## config.mk

```make
export PLATFORM = sky130hd
export DESIGN_NAME = wb_arbiter_2m
export DESIGN_NICKNAME = d
export VERILOG_FILES = /design/src/rtl/wb_arbiter_2m_pkg.sv /design/src/rtl/wb_rr_grant2.sv /design/src/rtl/wb_arbiter_2m.sv
export SDC_FILE = /design/constraint.sdc
export NUM_CORES = 1
export LEC_CHECK = 0
export ABC_AREA = 1
export CAP_MARGIN = 10
export CORE_AREA = 8 8 118 120
export DETAILED_ROUTE_END_ITERATION = 10
export DIE_AREA = 0 0 126 128
export PLACE_DENSITY_LB_ADDON = 0.05
export SYNTH_ARGS = -nofsm -noshare
export SYNTH_HDL_FRONTEND = slang
export SYNTH_HIERARCHICAL = 1
export SYNTH_SLANG_ARGS = --single-unit
```

## constraint.sdc

```tcl
create_clock -name clock -period 2.2 [get_ports clock]
set_clock_uncertainty 0.2 [all_clocks]
set_input_delay 0.33 -clock clock [delete_from_list [all_inputs] [get_ports clock]]
set_output_delay 0.33 -clock clock [all_outputs]
set_load 0.02 [all_outputs]
```

## src/rtl/wb_arbiter_2m_pkg.sv

```systemverilog
// ---------------------------------------------------------------
// wb_arbiter_2m_pkg : shared encodings for the 2-master arbiter
// Rev 1.0
// ---------------------------------------------------------------
`default_nettype none

package wb_arbiter_2m_pkg;

  localparam logic [1:0] ST_IDLE = 2'd0;
  localparam logic [1:0] ST_GNT0 = 2'd1;
  localparam logic [1:0] ST_GNT1 = 2'd2;

  // Master indices; m0 is instruction fetch, m1 is data.
  localparam logic MST0 = 1'b0;
  localparam logic MST1 = 1'b1;

endpackage

`default_nettype wire

```

## src/rtl/wb_rr_grant2.sv

```systemverilog
// ---------------------------------------------------------------
// wb_rr_grant2 : round-robin grant FSM, grant held for a whole cyc
// Rev 1.0
// ---------------------------------------------------------------
`default_nettype none

module wb_rr_grant2
  import wb_arbiter_2m_pkg::*;
(
  input  logic       clock,
  input  logic       reset,
  input  logic [1:0] cyc,
  output logic [1:0] gnt
);

  logic [1:0] state_q, state_d;
  logic       last_q, last_d;

  always_ff @(posedge clock or negedge reset) begin
    if (!reset) begin
      state_q <= ST_IDLE;
      last_q  <= MST1;
    end else begin
      state_q <= state_d;
      last_q  <= last_d;
    end
  end

  always_comb begin
    state_d = state_q;
    last_d  = last_q;
    case (state_q)
      ST_IDLE: begin
        // On a tie the master that was not served last wins.
        if (cyc[MST0] && (!cyc[MST1] || (last_q == MST1))) begin
          state_d = ST_GNT0;
        end else if (cyc[MST1]) begin
          state_d = ST_GNT1;
        end
      end
      ST_GNT0: begin
        if (!cyc[MST0]) begin
          last_d  = MST0;
          state_d = cyc[MST1] ? ST_GNT1 : ST_IDLE;
        end
      end
      ST_GNT1: begin
        if (!cyc[MST1]) begin
          last_d  = MST1;
          state_d = cyc[MST0] ? ST_GNT0 : ST_IDLE;
        end
      end
      default: state_d = ST_IDLE;
    endcase
  end

  always_comb begin
    gnt       = 2'b00;
    gnt[MST0] = (state_q == ST_GNT0);
    gnt[MST1] = (state_q == ST_GNT1);
  end

endmodule

`default_nettype wire

```

## src/rtl/wb_arbiter_2m.sv

```systemverilog
// ---------------------------------------------------------------
// wb_arbiter_2m : two-master Wishbone classic arbiter with watchdog
// Rev 1.0
// ---------------------------------------------------------------
`default_nettype none

module wb_arbiter_2m
  import wb_arbiter_2m_pkg::*;
#(
  parameter int addr_width     = 32,
  parameter int data_width     = 32,
  parameter int strobe_width   = data_width / 8,
  parameter int timeout_cycles = 16
) (
  input  logic                    clock,
  input  logic                    reset,
  input  logic [addr_width-1:0]   m0_adr,
  input  logic [data_width-1:0]   m0_datwr,
  input  logic                    m0_we,
  input  logic                    m0_stb,
  input  logic                    m0_cyc,
  input  logic [strobe_width-1:0] m0_sel,
  output logic [data_width-1:0]   m0_datrd,
  output logic                    m0_ack,
  output logic                    m0_err,
  input  logic [addr_width-1:0]   m1_adr,
  input  logic [data_width-1:0]   m1_datwr,
  input  logic                    m1_we,
  input  logic                    m1_stb,
  input  logic                    m1_cyc,
  input  logic [strobe_width-1:0] m1_sel,
  output logic [data_width-1:0]   m1_datrd,
  output logic                    m1_ack,
  output logic                    m1_err,
  output logic [addr_width-1:0]   s_adr,
  output logic [data_width-1:0]   s_datwr,
  output logic                    s_we,
  output logic                    s_stb,
  output logic                    s_cyc,
  output logic [strobe_width-1:0] s_sel,
  input  logic [data_width-1:0]   s_datrd,
  input  logic                    s_ack
);

  logic [1:0] gnt;
  logic       own_stb;
  logic       wdog_err;

  wb_rr_grant2 u_grant (
    .clock (clock),
    .reset (reset),
    .cyc   ({m1_cyc, m0_cyc}),
    .gnt   (gnt)
  );

  always_comb begin
    s_adr   = '0;
    s_datwr = '0;
    s_we    = 1'b0;
    s_sel   = '0;
    s_cyc   = 1'b0;
    own_stb = 1'b0;
    if (gnt[MST0]) begin
      s_adr   = m0_adr;
      s_datwr = m0_datwr;
      s_we    = m0_we;
      s_sel   = m0_sel;
      s_cyc   = m0_cyc;
      own_stb = m0_stb;
    end else if (gnt[MST1]) begin
      s_adr   = m1_adr;
      s_datwr = m1_datwr;
      s_we    = m1_we;
      s_sel   = m1_sel;
      s_cyc   = m1_cyc;
      own_stb = m1_stb;
    end
    // The timed-out strobe is withdrawn so the slave cannot ack alongside err.
    s_stb = own_stb & ~wdog_err;
  end

  assign m0_ack   = s_ack & gnt[MST0] & m0_stb;
  assign m1_ack   = s_ack & gnt[MST1] & m1_stb;
  assign m0_err   = wdog_err & gnt[MST0];
  assign m1_err   = wdog_err & gnt[MST1];
  assign m0_datrd = s_datrd;
  assign m1_datrd = s_datrd;

  if (timeout_cycles > 0) begin : g_wdog
    localparam int CW = $clog2(timeout_cycles + 1);

    logic [CW-1:0] cnt_q, cnt_d;
    logic          hit;

    always_ff @(posedge clock or negedge reset) begin
      if (!reset) begin
        cnt_q <= '0;
      end else begin
        cnt_q <= cnt_d;
      end
    end

    // s_cyc low covers both IDLE and the cycle a grant is being released.
    always_comb begin
      hit   = own_stb && (cnt_q == CW'(timeout_cycles));
      cnt_d = cnt_q;
      if (!s_cyc || s_ack || hit) begin
        cnt_d = '0;
      end else if (own_stb) begin
        cnt_d = cnt_q + CW'(1);
      end
    end

    assign wdog_err = hit;
  end else begin : g_no_wdog
    assign wdog_err = 1'b0;
  end

endmodule

`default_nettype wire

```

**Yosys cells after proc, flatten, opt, wreduce, memory -nomap -nowiden**

Index checks and enable logic that the tools add are counted.
Widths: inputs -> output; s select.

- Add/subtract/negate cells: 1
- Equal/unequal tests: 6
- Muxes and demuxes: 24
- Bitwise gates (word level): 8
- Reduce and logical (&&, ||, !) cells: 12

Operator list:

| cell | number |
|---|---|
| $mux 32 | 4 |
| $mux 2 | 5 |
| $mux 5 | 2 |
| $mux 1 | 9 |
| $mux 4 | 2 |
| $and 1x1->1 | 7 |
| $pmux 2 s3 | 1 |
| $reduce_and 3->1 | 2 |
| $add 5x1->5 const B | 1 |
| $eq 5x5->1 const B | 1 |
| $ne 2x2->1 const B | 2 |
| $reduce_bool 2->1 | 2 |
| $logic_or 1x1->1 | 3 |
| $ne 3x2->1 const B | 1 |
| $eq 2x1->1 const B | 1 |
| $eq 2x2->1 const B | 1 |
| $logic_and 1x1->1 | 2 |
| $logic_not 1->1 | 2 |
| $logic_not 2->1 | 1 |
| $pmux 1 s2 | 1 |
| $not 1->1 | 1 |

- Flip-flop bits (word level): 8
- Input bits: 177
- Output and inout bits: 139
- Word-level logic and storage cells: 54

**Logic depth before layout (Yosys ltp)**

- Depth in word-level cells: 7
- Gate-level depth with buffers: 11
- Mapped depth without buffers: 10

**Cells and area by module**

The synthesis kept the hierarchy.

Modules (own cells, without submodules):

| module | times used | cells each | area each (um^2) | sequential area each (um^2) |
|---|---|---|---|---|
| wb_arbiter_2m | 1 | 355 | 1873.0 | 125.1 |
| wb_rr_grant2 | 1 | 35 | 212.7 | 76.3 |

**Worst setup path after synthesis**

No wires, ideal clock.

- Path kind: register to output
- From: register u_grant.state_q[1]
- To: output m1_err
- Data arrival time: 1.379 ns
- Slack: 0.291 ns
- Cell stages (with the launch flop): 9
- Path buffers: 2
- Path through: dfrtp_1 > inv_1 > nor2_1 > buf_4 > buf_4 > nand3_4 > nand2_4 > nand3_1 > nor2_1

- Cells in the longest elaborated chain, start to end: 5

RTL lines:

| element | RTL line | text |
|---|---|---|
| from (decl) | wb_rr_grant2.sv:16 | `logic [1:0] state_q, state_d;` |
| from (signal assigned) | wb_rr_grant2.sv:24 | `state_q <= state_d;` |
| $eq 2x2->1 * | wb_rr_grant2.sv:60 | `gnt[MST1] = (state_q == ST_GNT1);` |
| named net gnt[1] | wb_arbiter_2m.sv:45 | `logic [1:0] gnt;` |
| $mux 1 | wb_arbiter_2m.sv:70 | `end else if (gnt[MST1]) begin` |
| $mux 1 | wb_arbiter_2m.sv:63 | `if (gnt[MST0]) begin` |
| $logic_and 1x1->1 | wb_arbiter_2m.sv:105 | `hit = own_stb && (cnt_q == CW'(timeout_cycles));` |
| $and 1x1->1 * | wb_arbiter_2m.sv:85 | `assign m1_err = wdog_err & gnt[MST1];` |
| to (decl) | wb_arbiter_2m.sv:34 | `output logic m1_err,` |

Mark *: on every way through the listed nets, which the timed path passes. The rest lies on a longest branch.

**Worst setup path in the final report**

- From: register u_grant.state_q[1]
- To: output s_datwr[7]

- Cells in the longest elaborated chain, start to end: 3

RTL lines:

| element | RTL line | text |
|---|---|---|
| $eq 2x2->1 | wb_rr_grant2.sv:60 |  |
| named net gnt[1] | wb_arbiter_2m.sv:45 |  |
| $mux 32 | wb_arbiter_2m.sv:70 |  |
| $mux 32 | wb_arbiter_2m.sv:63 |  |
| to (decl) | wb_arbiter_2m.sv:36 | `output logic [data_width-1:0] s_datwr,` |

The timed path passes the listed nets, and every way through them passes these cells.

==> impl_metrics.py <==
metrics = {
    "logic_synthesis": {
        "syn_avg_cell_area_um2": 5.35,
        "synth_seq_cells": 8,
        "ys_types": 22,
        "synth_nets": 569,
        "synth_area_um2": 2090,
        "yosysWarnings": 6,
        "ys_seq_area_share_pct": 9.66,
        "syn_inst": 390,
    },
    "clock_network": {
        "clock-sinks": 8,
        "h-tree-depth": 1,
        "cts_buffer_depth": 2,
        "cts_tree": "built",
        "cts-buffers-inserted": 3,
        "ctsRootBufferMaster": "clkbuf_16",
        "cts.clk_slew.worst_paths_ns": 0.04,
        "clock_latency_ns": 0.24,
    },
    "detailed_routing": {
        "ant_nets": 0,
        "drc": 0,
        "drt_iter0_drc": 119,
        "viasPerCell": 4.15,
        "wl_per_cell_um": 17.0,
        "drt_pass1_iterations": 6,
        "totalWireLength_mm": 11.9,
        "vias": 2920,
    },
    "layout": {
        "fin_nets": 733,
        "fin_util_pct": 33.4,
        "area_delta_synth_final_pct": 95.3,
        "drive_above_1_share_pct": 21.9,
        "n_antenna_cell": 0,
    },
    "setup_path": {
        "cp-startpoint": "u_grant/state_q[1]",
        "critPathCapture": "s_datwr[7]",
        "required_ns": 1.67,
        "worst_r2r_endpoint": "g_wdog.cnt_q[0]",
        "r2r-start": "u_grant/state_q[1]",
        "crit_fanout": 11,
        "r2r_cells": 11,
        "r2r_slack_ns": 0.32,
        "end_kind": "output pin",
        "cp-start-kind": "flop",
        "arrival_ns": 1.65,
        "path_class": "flop to output pin",
    },
    "floorplan": {
        "rows": 41,
        "fp.coreArea_um2": 12200,
        "die_area_um2": 16100,
        "die_w_um": 126,
        "initial_utilization_pct": 17.1,
        "ios": 316,
        "die_h_um": 128,
    },
    "timing": {
        "tightest_slew_ns": 0.375,
        "finalCriticalPeriod_ns": 2.18,
        "min_period_over_period_pct": 99.2,
        "slew_viol_final": 0,
        "finalHoldViolCount": 0,
        "setup_viol": 0,
        "rsz0062_at_grt": "true",
        "holdWs_ns": 0.180,
        "max_freq_mhz": 458,
        "slew_headroom_pct": 74.9,
    },
    "global_routing": {
        "grt_max_degree": 36,
        "grt_antenna_before_repair": 1,
        "grt_first_pass_wirelength_mm": 17.5,
        "grt-ovfl-total": 0,
        "grt_usage_pct": 13.8,
        "grt_pass1_vias": 3135,
    },
    "hold_path": {
        "hold_path.class": "input pin to asynchronous set/reset pin",
    },
    "flow_run": {
        "maxCapViolCount": 0,
    },
    "place": {
        "dp_hpwl_mm": 9.32,
        "place_congestion": 0.759,
        "numPortBuffers": 219,
    },
    "pwr": {
        "fin_total_pwr_uw": 4400,
        "power.density_nw_per_um2": 1080,
        "p_leak_uw": 0.00204,
        "peakVddDrop_uv": 375,
    },
    "status": {
        "status": "completed",
    },
}
## worst min-delay path by stage
stage          slack [ns]            from  cells after the start               to
5_1_grt              0.22           reset                      1  g_wdog.cnt_q[2]
4_1_cts              0.19           reset                      1  g_wdog.cnt_q[2]
2_1_floorplan       -0.17           reset                      0  g_wdog.cnt_q[0]
3_5_place_dp         0.28  u_grant/last_q                      2   u_grant/last_q
3_3_place_gp         0.27  u_grant/last_q                      2   u_grant/last_q
6_report             0.18           reset                      1  g_wdog.cnt_q[2]
## area by class of cell
class                   instances  area (um2)
multi-input cells             277        1220
flip-flops and latches          8         201
repair buffers                247        2300
fillers                      1367        8140
inverters                      17        78.8
clock buffers                   4        78.8
well taps                     150         188
## registers in the layout (all words and copies together) (netlist names)
name / flops
u_grant/last_q: 1
u_grant/state_q: 2
g_wdog.cnt_q: 5
## layer usage
layer	vias to the layer above	wire length (um)	global-route usage, %
met4	2	127	3.40
met2	133	6310	25.5
met5	-	10	0
met1	1286	4210	13.7
met3	16	1290	6.41
li1	1483	-	-
## kinds of logic (layout without fill, tap and decap cells)
logic type | after synthesis | after routing | share of synthesized area (%)
AND/OR/NAND/NOR | 268 | 268 | 55.1
buffers and inverters | 105 | 268 | 32.2
flip-flops | 8 | 8 | 9.66
AO/OA/AOI/OAI | 6 | 6 | 1.44
adder cells (fa/ha/maj) | 2 | 2 | 1.20
XOR/XNOR | 1 | 1 | 0.420
## layout by cell type, fill, tap and decap left out, types with 7 or more instances in the layout
cell	synthesis	layout
nand2_1	164	163
nor2_1	19	18
clkdlybuf4s50_1	0	144
clkdlybuf4s15_2	0	18
clkbuf_2	0	29
buf_4	69	20
dfrtp_1	7	7
inv_1	14	12
nand3_1	75	75
buf_2	4	24
## synth_stat cells (all sizes together)
cell / count / area, um2
nor2: 19 / 71.3
inv: 17 / 68.8
nand4: 1 / 6.26
nand2: 169 / 652
a21oi: 3 / 15.0
dfrtp: 7 / 175
nand3: 78 / 413
buf: 74 / 549
nand3b: 1 / 7.51
ha: 2 / 25.0
clkbuf: 14 / 52.6
xor2: 1 / 8.76
dfstp: 1 / 26.3
o21ai: 3 / 15.0
## worst max-delay path, cell delays in order, from the launching register on
cell	delay [ns]
dfrtp_1	0.37
inv_2	0.07
nor2_4	0.23
buf_4	0.18
buf_6	0.15
nand3_1	0.08
nand2_1	0.06
clkdlybuf4s15_2	0.26
## what timing repair did
item,4_1_cts,5_1_grt
pin swaps,0,2
gates cloned,2,2
buffers inserted,0,2
hold buffers,0,0
resized for setup,166,90
setup endpoints to repair,73,62
## report_power, final
group	leakage (uW)	internal, uW	total [uW]	switching (uW)
logic	0.00190	1570	3880	2310
registers	0.000105	183	209	26.3
clock network	0.0000382	242	318	76.5
## metrics by stage
stage          cells  setup TNS (ns)  cell area (um2)  setup slack (ns)
3_5_place_dp     693           -8.17             4110            -0.192
2_1_floorplan    390               0             2090             0.291
4_1_cts          699          -0.570             4270           -0.0655
5_1_grt          703          -0.176             4070           -0.0595
3_3_place_gp     693           -6.30             4110            -0.187
6_report         703               0             4070            0.0186
(Power assumes the default switching activity.)
